==> src/rtl/mul_ternary_pkg.sv <==
// Shared constants, types and helpers for the ternary-multiplier host sequencer.
package mul_ternary_pkg;

    localparam int PARAM_N       = 512;
    localparam int COEF_PER_BEAT = 5;
    localparam int READ_STEP     = 4;
    localparam int CALC_GUARD    = 2;

    localparam logic [1:0] TER_ZERO    = 2'd0;
    localparam logic [1:0] TER_POS     = 2'd1;
    localparam logic [1:0] TER_ILLEGAL = 2'd2;
    localparam logic [1:0] TER_NEG     = 2'd3;

    typedef enum logic [1:0] {
        ST_IDLE = 2'd0,
        ST_LOAD = 2'd1,
        ST_CALC = 2'd2,
        ST_READ = 2'd3
    } state_e;

    typedef struct packed {
        logic [1:0] ter;
        logic [7:0] gen;
    } slot_t;

    // slot[0] occupies the lowest bits, matching the beat word layout
    typedef struct packed {
        logic [11:0]                   addr;
        slot_t [COEF_PER_BEAT-1:0]     slot;
    } beat_t;

    function automatic int beat_count(input int n);
        return (n + COEF_PER_BEAT - 1) / COEF_PER_BEAT;
    endfunction

    function automatic logic [1:0] ter_clean(input logic [1:0] ter);
        case (ter)
            TER_POS: return TER_POS;
            TER_NEG: return TER_NEG;
            default: return TER_ZERO;
        endcase
    endfunction

endpackage

==> src/rtl/mul_ternary_packer.sv <==
// Accumulates (gen, ter) pairs into five-slot write beats; flushes a short final beat.
module mul_ternary_packer
    import mul_ternary_pkg::*;
(
    input  logic       clk,
    input  logic       rst,
    input  logic       clear,
    input  logic       push,
    input  logic [7:0] gen,
    input  logic [1:0] ter,
    output beat_t      beat,
    output logic       beat_fire,
    output logic       last_fire
);

    localparam int         NUM_BEATS = beat_count(PARAM_N);
    localparam logic [2:0] LAST_SLOT = 3'((PARAM_N - 1) % COEF_PER_BEAT);
    localparam logic [2:0] FULL_SLOT = 3'(COEF_PER_BEAT - 1);

    logic [2:0]                count_r;
    logic [11:0]               base_r;
    logic [11:0]               beat_idx_r;
    slot_t [COEF_PER_BEAT-2:0] slot_r;
    slot_t                     new_s;

    // Build the outgoing beat: stored slots plus the pair arriving this cycle
    always_comb begin
        new_s.ter = ter_clean(ter);
        new_s.gen = gen;
        last_fire = push && (beat_idx_r == 12'(NUM_BEATS - 1)) && (count_r == LAST_SLOT);
        beat_fire = push && ((count_r == FULL_SLOT) || last_fire);
        beat.addr = base_r;
        beat.slot = {10'd0, slot_r};
        beat.slot[count_r] = new_s;
    end

    // Slot storage, fill count and beat base index
    always_ff @(posedge clk or negedge rst) begin
        if (!rst) begin
            count_r    <= 3'd0;
            base_r     <= 12'd0;
            beat_idx_r <= 12'd0;
            slot_r     <= {(COEF_PER_BEAT-1){10'd0}};
        end else if (clear) begin
            count_r    <= 3'd0;
            base_r     <= 12'd0;
            beat_idx_r <= 12'd0;
            slot_r     <= {(COEF_PER_BEAT-1){10'd0}};
        end else if (push) begin
            if (beat_fire) begin
                count_r    <= 3'd0;
                base_r     <= base_r + 12'(COEF_PER_BEAT);
                beat_idx_r <= beat_idx_r + 12'd1;
                // cleared slots make the short final beat zero-padded
                slot_r     <= {(COEF_PER_BEAT-1){10'd0}};
            end else begin
                slot_r[count_r[1:0]] <= new_s;
                count_r              <= count_r + 3'd1;
            end
        end
    end

endmodule

==> src/rtl/mul_ternary_seq.sv <==
// Host sequencer for the ternary-multiplier accelerator: load beats, run, read back results.
module mul_ternary_seq
    import mul_ternary_pkg::*;
(
    input  logic        clk,
    input  logic        rst,
    input  logic        start,
    input  logic        coef_valid,
    output logic        coef_ready,
    input  logic [7:0]  coef_gen,
    input  logic [1:0]  coef_ter,
    output logic        res_valid,
    input  logic        res_ready,
    output logic [31:0] res_data,
    output logic        busy,
    output logic        done,
    output logic        err,
    output logic        acc_enable_write,
    output logic        acc_enable_calc,
    output logic        acc_enable_read,
    output logic [31:0] acc_in_1,
    output logic [31:0] acc_in_2,
    input  logic [31:0] acc_out_1,
    input  logic        acc_ready
);

    localparam logic [11:0] LAST_WORD = 12'(PARAM_N / READ_STEP - 1);
    localparam logic [31:0] LAST_ADDR = 32'(PARAM_N - READ_STEP);
    localparam logic [1:0]  GUARD     = 2'(CALC_GUARD);

    state_e      state_r, state_nx_s;
    beat_t       beat_s;
    logic        beat_fire_s, last_fire_s;
    logic        start_s, accept_s, go_calc_s, calc_done_s, drain_s, final_s, issue_s;
    logic [1:0]  occ_nx_s;

    logic        coef_ready_r, res_valid_r, busy_r, done_r, err_r;
    logic        wr_r, calc_r, rd_r, last_wr_r, issue_done_r, arr_r, skid_valid_r;
    logic [1:0]  guard_r;
    logic [11:0] words_r;
    logic [31:0] in_1_r, in_2_r, res_data_r, skid_data_r;

    mul_ternary_packer u_packer (
        .clk       (clk),
        .rst       (rst),
        .clear     (start_s),
        .push      (accept_s),
        .gen       (coef_gen),
        .ter       (coef_ter),
        .beat      (beat_s),
        .beat_fire (beat_fire_s),
        .last_fire (last_fire_s)
    );

    // Handshake strobes and the read-issue decision
    always_comb begin
        start_s     = (state_r == ST_IDLE) && start;
        accept_s    = coef_valid && coef_ready_r;
        go_calc_s   = (state_r == ST_LOAD) && wr_r && last_wr_r;
        calc_done_s = (state_r == ST_CALC) && (guard_r == GUARD) && acc_ready;
        drain_s     = res_valid_r && res_ready;
        final_s     = (state_r == ST_READ) && drain_s && (words_r == LAST_WORD);
        // an address goes out only if its data is sure to find room next cycle
        occ_nx_s    = {1'b0, res_valid_r} + {1'b0, skid_valid_r} + {1'b0, arr_r} - {1'b0, drain_s};
        issue_s     = (state_r == ST_READ) && !issue_done_r && (occ_nx_s <= 2'd1);
    end

    // Next-state logic
    always_comb begin
        state_nx_s = state_r;
        case (state_r)
            ST_IDLE: state_nx_s = start_s     ? ST_LOAD : ST_IDLE;
            ST_LOAD: state_nx_s = go_calc_s   ? ST_CALC : ST_LOAD;
            ST_CALC: state_nx_s = calc_done_s ? ST_READ : ST_CALC;
            ST_READ: state_nx_s = final_s     ? ST_IDLE : ST_READ;
            default: state_nx_s = ST_IDLE;
        endcase
    end

    // State register
    always_ff @(posedge clk or negedge rst) begin
        if (!rst) begin
            state_r <= ST_IDLE;
        end else begin
            state_r <= state_nx_s;
        end
    end

    // Status flags, accelerator strobes, buses and counters
    always_ff @(posedge clk or negedge rst) begin
        if (!rst) begin
            coef_ready_r <= 1'b0;
            busy_r       <= 1'b0;
            done_r       <= 1'b0;
            err_r        <= 1'b0;
            wr_r         <= 1'b0;
            calc_r       <= 1'b0;
            rd_r         <= 1'b0;
            last_wr_r    <= 1'b0;
            issue_done_r <= 1'b0;
            arr_r        <= 1'b0;
            guard_r      <= 2'd0;
            words_r      <= 12'd0;
            in_1_r       <= 32'd0;
            in_2_r       <= 32'd0;
        end else begin
            busy_r <= (state_nx_s != ST_IDLE);
            done_r <= final_s;
            wr_r   <= beat_fire_s;
            arr_r  <= issue_s;

            if (start_s)                        coef_ready_r <= 1'b1;
            else if (accept_s && last_fire_s)   coef_ready_r <= 1'b0;

            if (start_s)                                err_r <= 1'b0;
            else if (accept_s && coef_ter == TER_ILLEGAL) err_r <= 1'b1;

            if (start_s)          last_wr_r <= 1'b0;
            else if (last_fire_s) last_wr_r <= 1'b1;

            if (beat_fire_s) begin
                in_1_r <= {2'b00, beat_s.slot[2], beat_s.slot[1], beat_s.slot[0]};
                in_2_r <= {beat_s.addr, beat_s.slot[4], beat_s.slot[3]};
            end else if (calc_done_s) begin
                in_1_r <= 32'd0;
            end else if (issue_s) begin
                in_1_r <= in_1_r + 32'(READ_STEP);
            end

            if (go_calc_s)        calc_r <= 1'b1;
            else if (calc_done_s) calc_r <= 1'b0;

            // a ready left over from the previous run is masked for GUARD cycles
            if (go_calc_s)                                  guard_r <= 2'd0;
            else if (state_r == ST_CALC && guard_r != GUARD) guard_r <= guard_r + 2'd1;

            if (calc_done_s)  rd_r <= 1'b1;
            else if (final_s) rd_r <= 1'b0;

            if (calc_done_s)                          issue_done_r <= 1'b0;
            else if (issue_s && in_1_r == LAST_ADDR)  issue_done_r <= 1'b1;

            if (calc_done_s)                          words_r <= 12'd0;
            else if (state_r == ST_READ && drain_s)   words_r <= words_r + 12'd1;
        end
    end

    // Output register with one skid entry so in-flight read data is never lost
    always_ff @(posedge clk or negedge rst) begin
        if (!rst) begin
            res_valid_r  <= 1'b0;
            res_data_r   <= 32'd0;
            skid_valid_r <= 1'b0;
            skid_data_r  <= 32'd0;
        end else if (final_s) begin
            res_valid_r  <= 1'b0;
            skid_valid_r <= 1'b0;
        end else if (!res_valid_r || drain_s) begin
            if (skid_valid_r) begin
                res_data_r   <= skid_data_r;
                res_valid_r  <= 1'b1;
                skid_valid_r <= arr_r;
                if (arr_r) skid_data_r <= acc_out_1;
            end else if (arr_r) begin
                res_data_r  <= acc_out_1;
                res_valid_r <= 1'b1;
            end else begin
                res_valid_r <= 1'b0;
            end
        end else if (arr_r) begin
            skid_data_r  <= acc_out_1;
            skid_valid_r <= 1'b1;
        end
    end

    assign coef_ready       = coef_ready_r;
    assign res_valid        = res_valid_r;
    assign res_data         = res_data_r;
    assign busy             = busy_r;
    assign done             = done_r;
    assign err              = err_r;
    assign acc_enable_write = wr_r;
    assign acc_enable_calc  = calc_r;
    assign acc_enable_read  = rd_r;
    assign acc_in_1         = in_1_r;
    assign acc_in_2         = in_2_r;

endmodule

==> config.mk <==
export PLATFORM = sky130hd
export DESIGN_NAME = mul_ternary_seq
export DESIGN_NICKNAME = d
export VERILOG_FILES = /design/src/rtl/mul_ternary_pkg.sv /design/src/rtl/mul_ternary_packer.sv /design/src/rtl/mul_ternary_seq.sv
export SDC_FILE = /design/constraint.sdc
export NUM_CORES = 1
export LEC_CHECK = 0
export ABC_AREA = 1
export CAP_MARGIN = 20
export CORE_AREA = 4 4 189 191
export CTS_CLUSTER_SIZE = 8
export DETAILED_ROUTE_END_ITERATION = 12
export DIE_AREA = 0 0 193 195
export PLACE_DENSITY = 0.64
export REMOVE_ABC_BUFFERS = 1
export SYNTH_ARGS = -nofsm -noshare
export SYNTH_HDL_FRONTEND = slang
export SYNTH_SLANG_ARGS = --single-unit
export TNS_END_PERCENT = 30
==> constraint.sdc <==
create_clock -name clk -period 2.64 [get_ports clk]
set_clock_uncertainty 0.1 [all_clocks]
set_input_delay 0.528 -clock clk [delete_from_list [all_inputs] [get_ports clk]]
set_output_delay 0.528 -clock clk [all_outputs]
set_load 0.05 [all_outputs]
# Yosys cells after proc, flatten, opt, wreduce, memory -nomap -nowiden
# Index checks and enable logic that the tools add are counted.
[classes]
n_eq_ne = 14
mux = 56
reduce_logical = 43
order_cmp = 5
n_bitwise = 1
add_sub_neg = 9
[op_table]
columns = ["cell", "count"]
rows = [
  ["$mux 32", 8],
  ["$mux 40", 3],
  ["$mux 12", 8],
  ["$bwmux 50", 1],
  ["$bwmux 40", 1],
  ["$add 32x3->32 const B", 1],
  ["$eq 32x9->1 const B", 1],
  ["$demux 10 s3", 1],
  ["$reduce_bool 2->1", 13],
  ["$add 12x1->12 const B", 2],
  ["$eq 12x7->1 const B", 2],
  ["$mux 1", 22],
  ["$demux 10 s2", 1],
  ["$logic_and 1x1->1", 20],
  ["$mux 10", 2],
  ["$add 12x3->12 const B", 1],
  ["$eq 2x2->1 const B", 5],
  ["$mux 3", 3],
  ["$mux 2", 4],
  ["$pmux 2 s4", 1],
  ["$reduce_bool 3->1", 2],
  ["$eq 2x1->1 const B", 2],
  ["$lt 3x4->1 const B", 1],
  ["$ne 2x2->1 const B", 2],
  ["18 further kinds", 21],
]
[totals]
register_bits = 223
in_bits = 48

# Logic depth before layout (Yosys ltp)
[logic_depth]
word_depth = 8
depth_mapped = 15
mapped_depth_nobuf = 14

# Hierarchy
# Synthesis repeated with hierarchy kept, for this count alone.
[unflattened]
cells_unflattened = 1575
area_unflattened_um2 = 11761.3
[modules_own_cells]
columns = ["module", "seq_area_each_um2", "instances", "area_each_um2", "cells_each"]
rows = [
  ["mul_ternary_seq", 3903.7, 1, 7958.9, 1035],
  ["mul_ternary_packer", 1676.6, 1, 3802.4, 540],
]

# Least setup slack after synthesis
# OpenSTA, ideal clock, no wires.
[synth_timing]
kind = "flip-flop to flip-flop"
startpoint = "register res_valid_r (netlist: res_valid)"
endpoint = "register in_1_r[14] (netlist: acc_in_1[14])"
setup_time_ps = 118
arrival_ps = 2214
slack_ps = 207
t_required_ps = 2422
synth_period_minus_slack_ps = 2433
path_stages_with_launch = 16
path_cell_list = "dfrtp_1 > nand2_1 > inv_1 > ha_1 > inv_1 > ha_1 > a21oi_1 > nand2_1 > nand2_1 > inv_1 > nand2_1 > nand3_2 > buf_4 > buf_6 > nand2_1 > nand2_1"
[synth_via]
elab_chain_cells = 6
elab_cells_between_ends = 7
[synth_lines]
columns = ["element", "line", "text"]
rows = [
  ["from (decl)", "mul_ternary_seq.sv:37", "logic coef_ready_r, res_valid_r, busy_r, done_r, err_r;"],
  ["from (signal assigned)", "mul_ternary_seq.sv:151", "res_valid_r <= 1'b0;"],
  ["from (signal assigned)", "mul_ternary_seq.sv:156", "res_valid_r <= 1'b0;"],
  ["from (signal assigned)", "mul_ternary_seq.sv:161", "res_valid_r <= 1'b1;"],
  ["$add 1x1->2", "mul_ternary_seq.sv:64", "occ_nx_s = {1'b0, res_valid_r} + {1'b0, skid_valid_r} + {1'b0, arr_r} - {1'b0, drain_s};"],
  ["$add 2x1->2", "mul_ternary_seq.sv:64", ""],
  ["$sub 2x1->2 (*)", "mul_ternary_seq.sv:64", ""],
  ["$le 2x1->1 (*)", "mul_ternary_seq.sv:65", "issue_s = (state_r == ST_READ) && !issue_done_r && (occ_nx_s <= 2'd1);"],
  ["$logic_and 1x1->1 (*)", "mul_ternary_seq.sv:65", ""],
  ["$reduce_bool 3->1 (no line) (*)", "--", ""],
  ["to (signal assigned)", "mul_ternary_seq.sv:122", "in_1_r <= {2'b00, beat_s.slot[2], beat_s.slot[1], beat_s.slot[0]};"],
  ["to (signal assigned)", "mul_ternary_seq.sv:127", "in_1_r <= in_1_r + 32'(READ_STEP);"],
  ["to (decl)", "mul_ternary_seq.sv:41", "logic [31:0] in_1_r, in_2_r, res_data_r, skid_data_r;"],
]
# Mark *: on every way between the ends. The rest lies on a longest branch, timed or not.
# A chain may end at the register's enable or synchronous reset.

# Worst setup path in the final report
[layout_timing]
startpoint = "register in_1_r[3] (netlist: acc_in_1[3])"
endpoint = "output port acc_in_1[3]"
[layout_rtl]
columns = ["element", "line", "text"]
rows = [
  ["to (decl)", "mul_ternary_seq.sv:21", "output logic [31:0] acc_in_1,"],
]
# No word-level cell between the ends.

==> flow_summary.ini <==
[logic_synthesis]
syn_area_mm2 = 0.01147
yosys.area.top_type = dfrtp_1
synth-compound-area-share_pct = 9.428
ys_top_cells_by_area = dfrtp_1, nand2_1, o21ai_0, nand3_1, nor2_1
yosysWarnings = 0
synth_xor_xnor_area_share_pct = 1.451
seq_area_frac_synth_pct = 48.67
synth_top_family_by_area = simple AND/OR/NAND/NOR gates
synth-async-reset-ratio_pct = 100.0
syn_inst = 1512
synth_cell_types = 35
yosys.area_share.adder_pct = 1.309
yosys.cell_count.top_type = nand2_1
muxShareOfSynthArea_pct = 1.921
synth.avg_cell_area_um2 = 7.583
ys.flop_type = dfrtp_1
synth_top_area_share_pct = 48.67
synth-simple-area-share_pct = 30.74
ys_top_cells_by_count = nand2_1, dfrtp_1, o21ai_0
ys_seq_elements = 223
synth_edf_count = 0

[setup_path]
worstPathMaxFanout = 5
r2r-end = acc_in_1[30]$_DFFE_PN0P_
cp.required_ns = 2.01
rr_startpoint = res_valid$_DFFE_PN0P_
crit_chain = clkdlybuf4s50_1
cp_num_buf_inv = 1
critPathMaxStageDelay_ns = 0.95
r2r_cells = 13
r2r_setup_slack_ns = 0.25
critPathArrivalTime_ns = 1.98
cp_top_family = buffers and inverters
critical_path_class = reg -> out
start_kind = flip-flop
cpMaxStageDelayCell = clkdlybuf4s50_1
end_kind = output pin

[clocking]
worstSkewPairLatency_ns = 0.52
clkSinkCount = 223
postCtsSetupBuffers = 0
numCtsBuffers = 34
cts_tree = done
cts_max_level = 2
cts_root_buffer = clkbuf_16
clk_path_buf_depth = 3
cts.clk_slew.worst_paths_ns = 0.05

[global_routing]
grt_antenna_before_repair = 0
grt_pass1_vias = 10230
grt_pass1_wl_um = 54300
track_usage_pct = 17.51
grt_max_degree = 66
grt_overflow = 0

[route]
drtIter0Drc = 797
final_antenna_net_count = 0
avgViaCountPerCell = 4.967
vias = 10610
drt-pass1-iter-count = 5
wirelength_um = 33480
wl_per_cell_um = 15.68
drc = 0

[pwr]
peakVddDrop_v = 0.0007251
cellLeakagePower_nw = 6.660
p_total_w = 0.01657
power_density_mw_per_mm2 = 1134

[finish]
instances_no_fill = 2135
antenna_cells = 0
area_delta_synth_final_pct = 27.46
postLayoutCoreUtil_pct = 42.83
final-seq-area_mm2 = 0.005582
multiInputGateArea_mm2 = 0.005147
num-fill-cells = 3404
nNetsFinal = 1735
drive_gt1_share_pct = 6.190

[flow_run]
maxCapViolations = 0

[sta]
totalNegativeSetupSlack_ns = 0
hold_violations = 0
max_freq_mhz = 384.0
slew_headroom_pct = 53.73
period_minus_slack_ns = 2.604
drv_slew = 0
setup_viol = 0
holdWs_ns = 0.3665
post-route-period-util_pct = 98.65
tightestPinTransition_ns = 0.6868
rsz0062_at_grt = no

[placed_design]
routabilityCongestion = 0.9105
dp_hpwl_um = 23790
post-place-cells = 2093
io_buffers = 151

[die]
die-height_um = 195
die_area_mm2 = 0.03764
rows = 68
ios = 152
core_mm2 = 0.03412
initial_core_util_pct = 33.61
die_w_um = 193

[run_status]
outcome = finished clean

[worst_hold_path]
min_to = u_packer.slot_r[28]$_DFFE_PN0P_
hold_class = reg -> reg
worstHoldStart = u_packer.slot_r[28]$_DFFE_PN0P_
hold_depth = 2
-- flip-flops by register name, indices dropped and copies added (netlist names), 2 cells and up --
name and count:
guard_r 2, words_r 12, res_data 32, u_packer.slot_r 40, acc_in_2 32, state_r 2
u_packer.base_r 12, acc_in_1 32, u_packer.count_r 3, skid_data_r 32, u_packer.beat_idx_r 12
-- metrics by stage --
stage | setup slack (ns) | area [µm²]
finish | 0.03558 | 14610
global route | 0.001506 | 14610
CTS | 0.05127 | 14610
detailed placement | -0.2993 | 13620
global placement | -0.2718 | 13620
floorplan | -1.087 | 11130
-- metal layers --
layer  up-vias  track usage, %  part of all wire [%]
met5         -               0                     0
met4         0           4.826                   2.6
met3        61           3.843                   6.8
met2       327           27.31                    44
met1      5020           24.67                    46
li1       5197               -                     -
-- worst max-delay path by stage --
| stage | startpoint | endpoint | cells after the start |
|---|---|---|---|
| after global routing | acc_in_1[3]$_DFFE_PN0P_ | acc_in_1[3] | 1 |
| after global placement | res_ready | acc_in_1[30]$_DFFE_PN0P_ | 14 |
| final | acc_in_1[3]$_DFFE_PN0P_ | acc_in_1[3] | 1 |
| after floorplan | skid_valid_r$_DFFE_PN0P_ | skid_data_r[22]$_DFFE_PN0P_ | 4 |
| after detailed placement | res_ready | acc_in_1[30]$_DFFE_PN0P_ | 14 |
| after CTS | acc_in_1[3]$_DFFE_PN0P_ | acc_in_1[3] | 1 |
-- cell usage in the layout, fill, tap and decap left out, types with 2 or more instances in the layout --
master / n
a21oi_1: 27
dfrtp_1: 222
clkbuf_1: 2
clkbuf_16: 34
nor4_1: 5
clkdlybuf4s50_1: 150
xnor2_1: 5
bufinv_16: 2
nand3_2: 4
nor2_4: 4
nor3_1: 18
nand4_1: 19
clkinv_8: 2
nand2_2: 4
nor2_1: 150
o21ai_1: 20
nand2_1: 520
nor2_2: 3
o31ai_1: 5
buf_12: 7
inv_1: 106
ha_1: 12
o21ai_0: 151
mux2i_1: 22
xor2_1: 14
nand3_1: 122
nand2_4: 2
buf_4: 34
-- tightest hold or removal path: cells and delay by family (launching register included) --
kind,cells,cell delay (ns)
and+or+nand+nor,2,0.09
DFF,1,0.34
-- power by group --
part	total, W	internal, W	switching [W]	leakage (nW)
registers	0.00554	0.00462	0.000923	2.88
logic	0.00698	0.00225	0.00473	3.31
clock network	0.00405	0.00251	0.00154	0.475
-- cell type report --
| cell class | count | area share (%) |
|---|---|---|
| Multi-Input combinational cell | 1114 | 35.22 |
| Timing Repair Buffer | 193 | 13.15 |
| Inverter | 109 | 2.825 |
| Clock inverter | 5 | 0.8390 |
| Clock buffer | 36 | 5.873 |
| Tap cell | 455 | 3.896 |
| Sequential cell | 223 | 38.19 |
-- what timing repair did --
action                                  CTS  global route
hold buffers                              1             0
gates resized for setup                   0             1
endpoints found under the setup margin    0             1
endpoints found under the hold margin    54             0
-- logic make-up after synthesis --
logic type / after synthesis
DFF: 223
adders and majority gates: 12
AOI/OAI and AO/OA: 209
muxes: 22
buffers and inverters: 175
and+or+nand+nor: 852
xor gates and xnor gates: 19
Power figures use the tool's default switching activity.
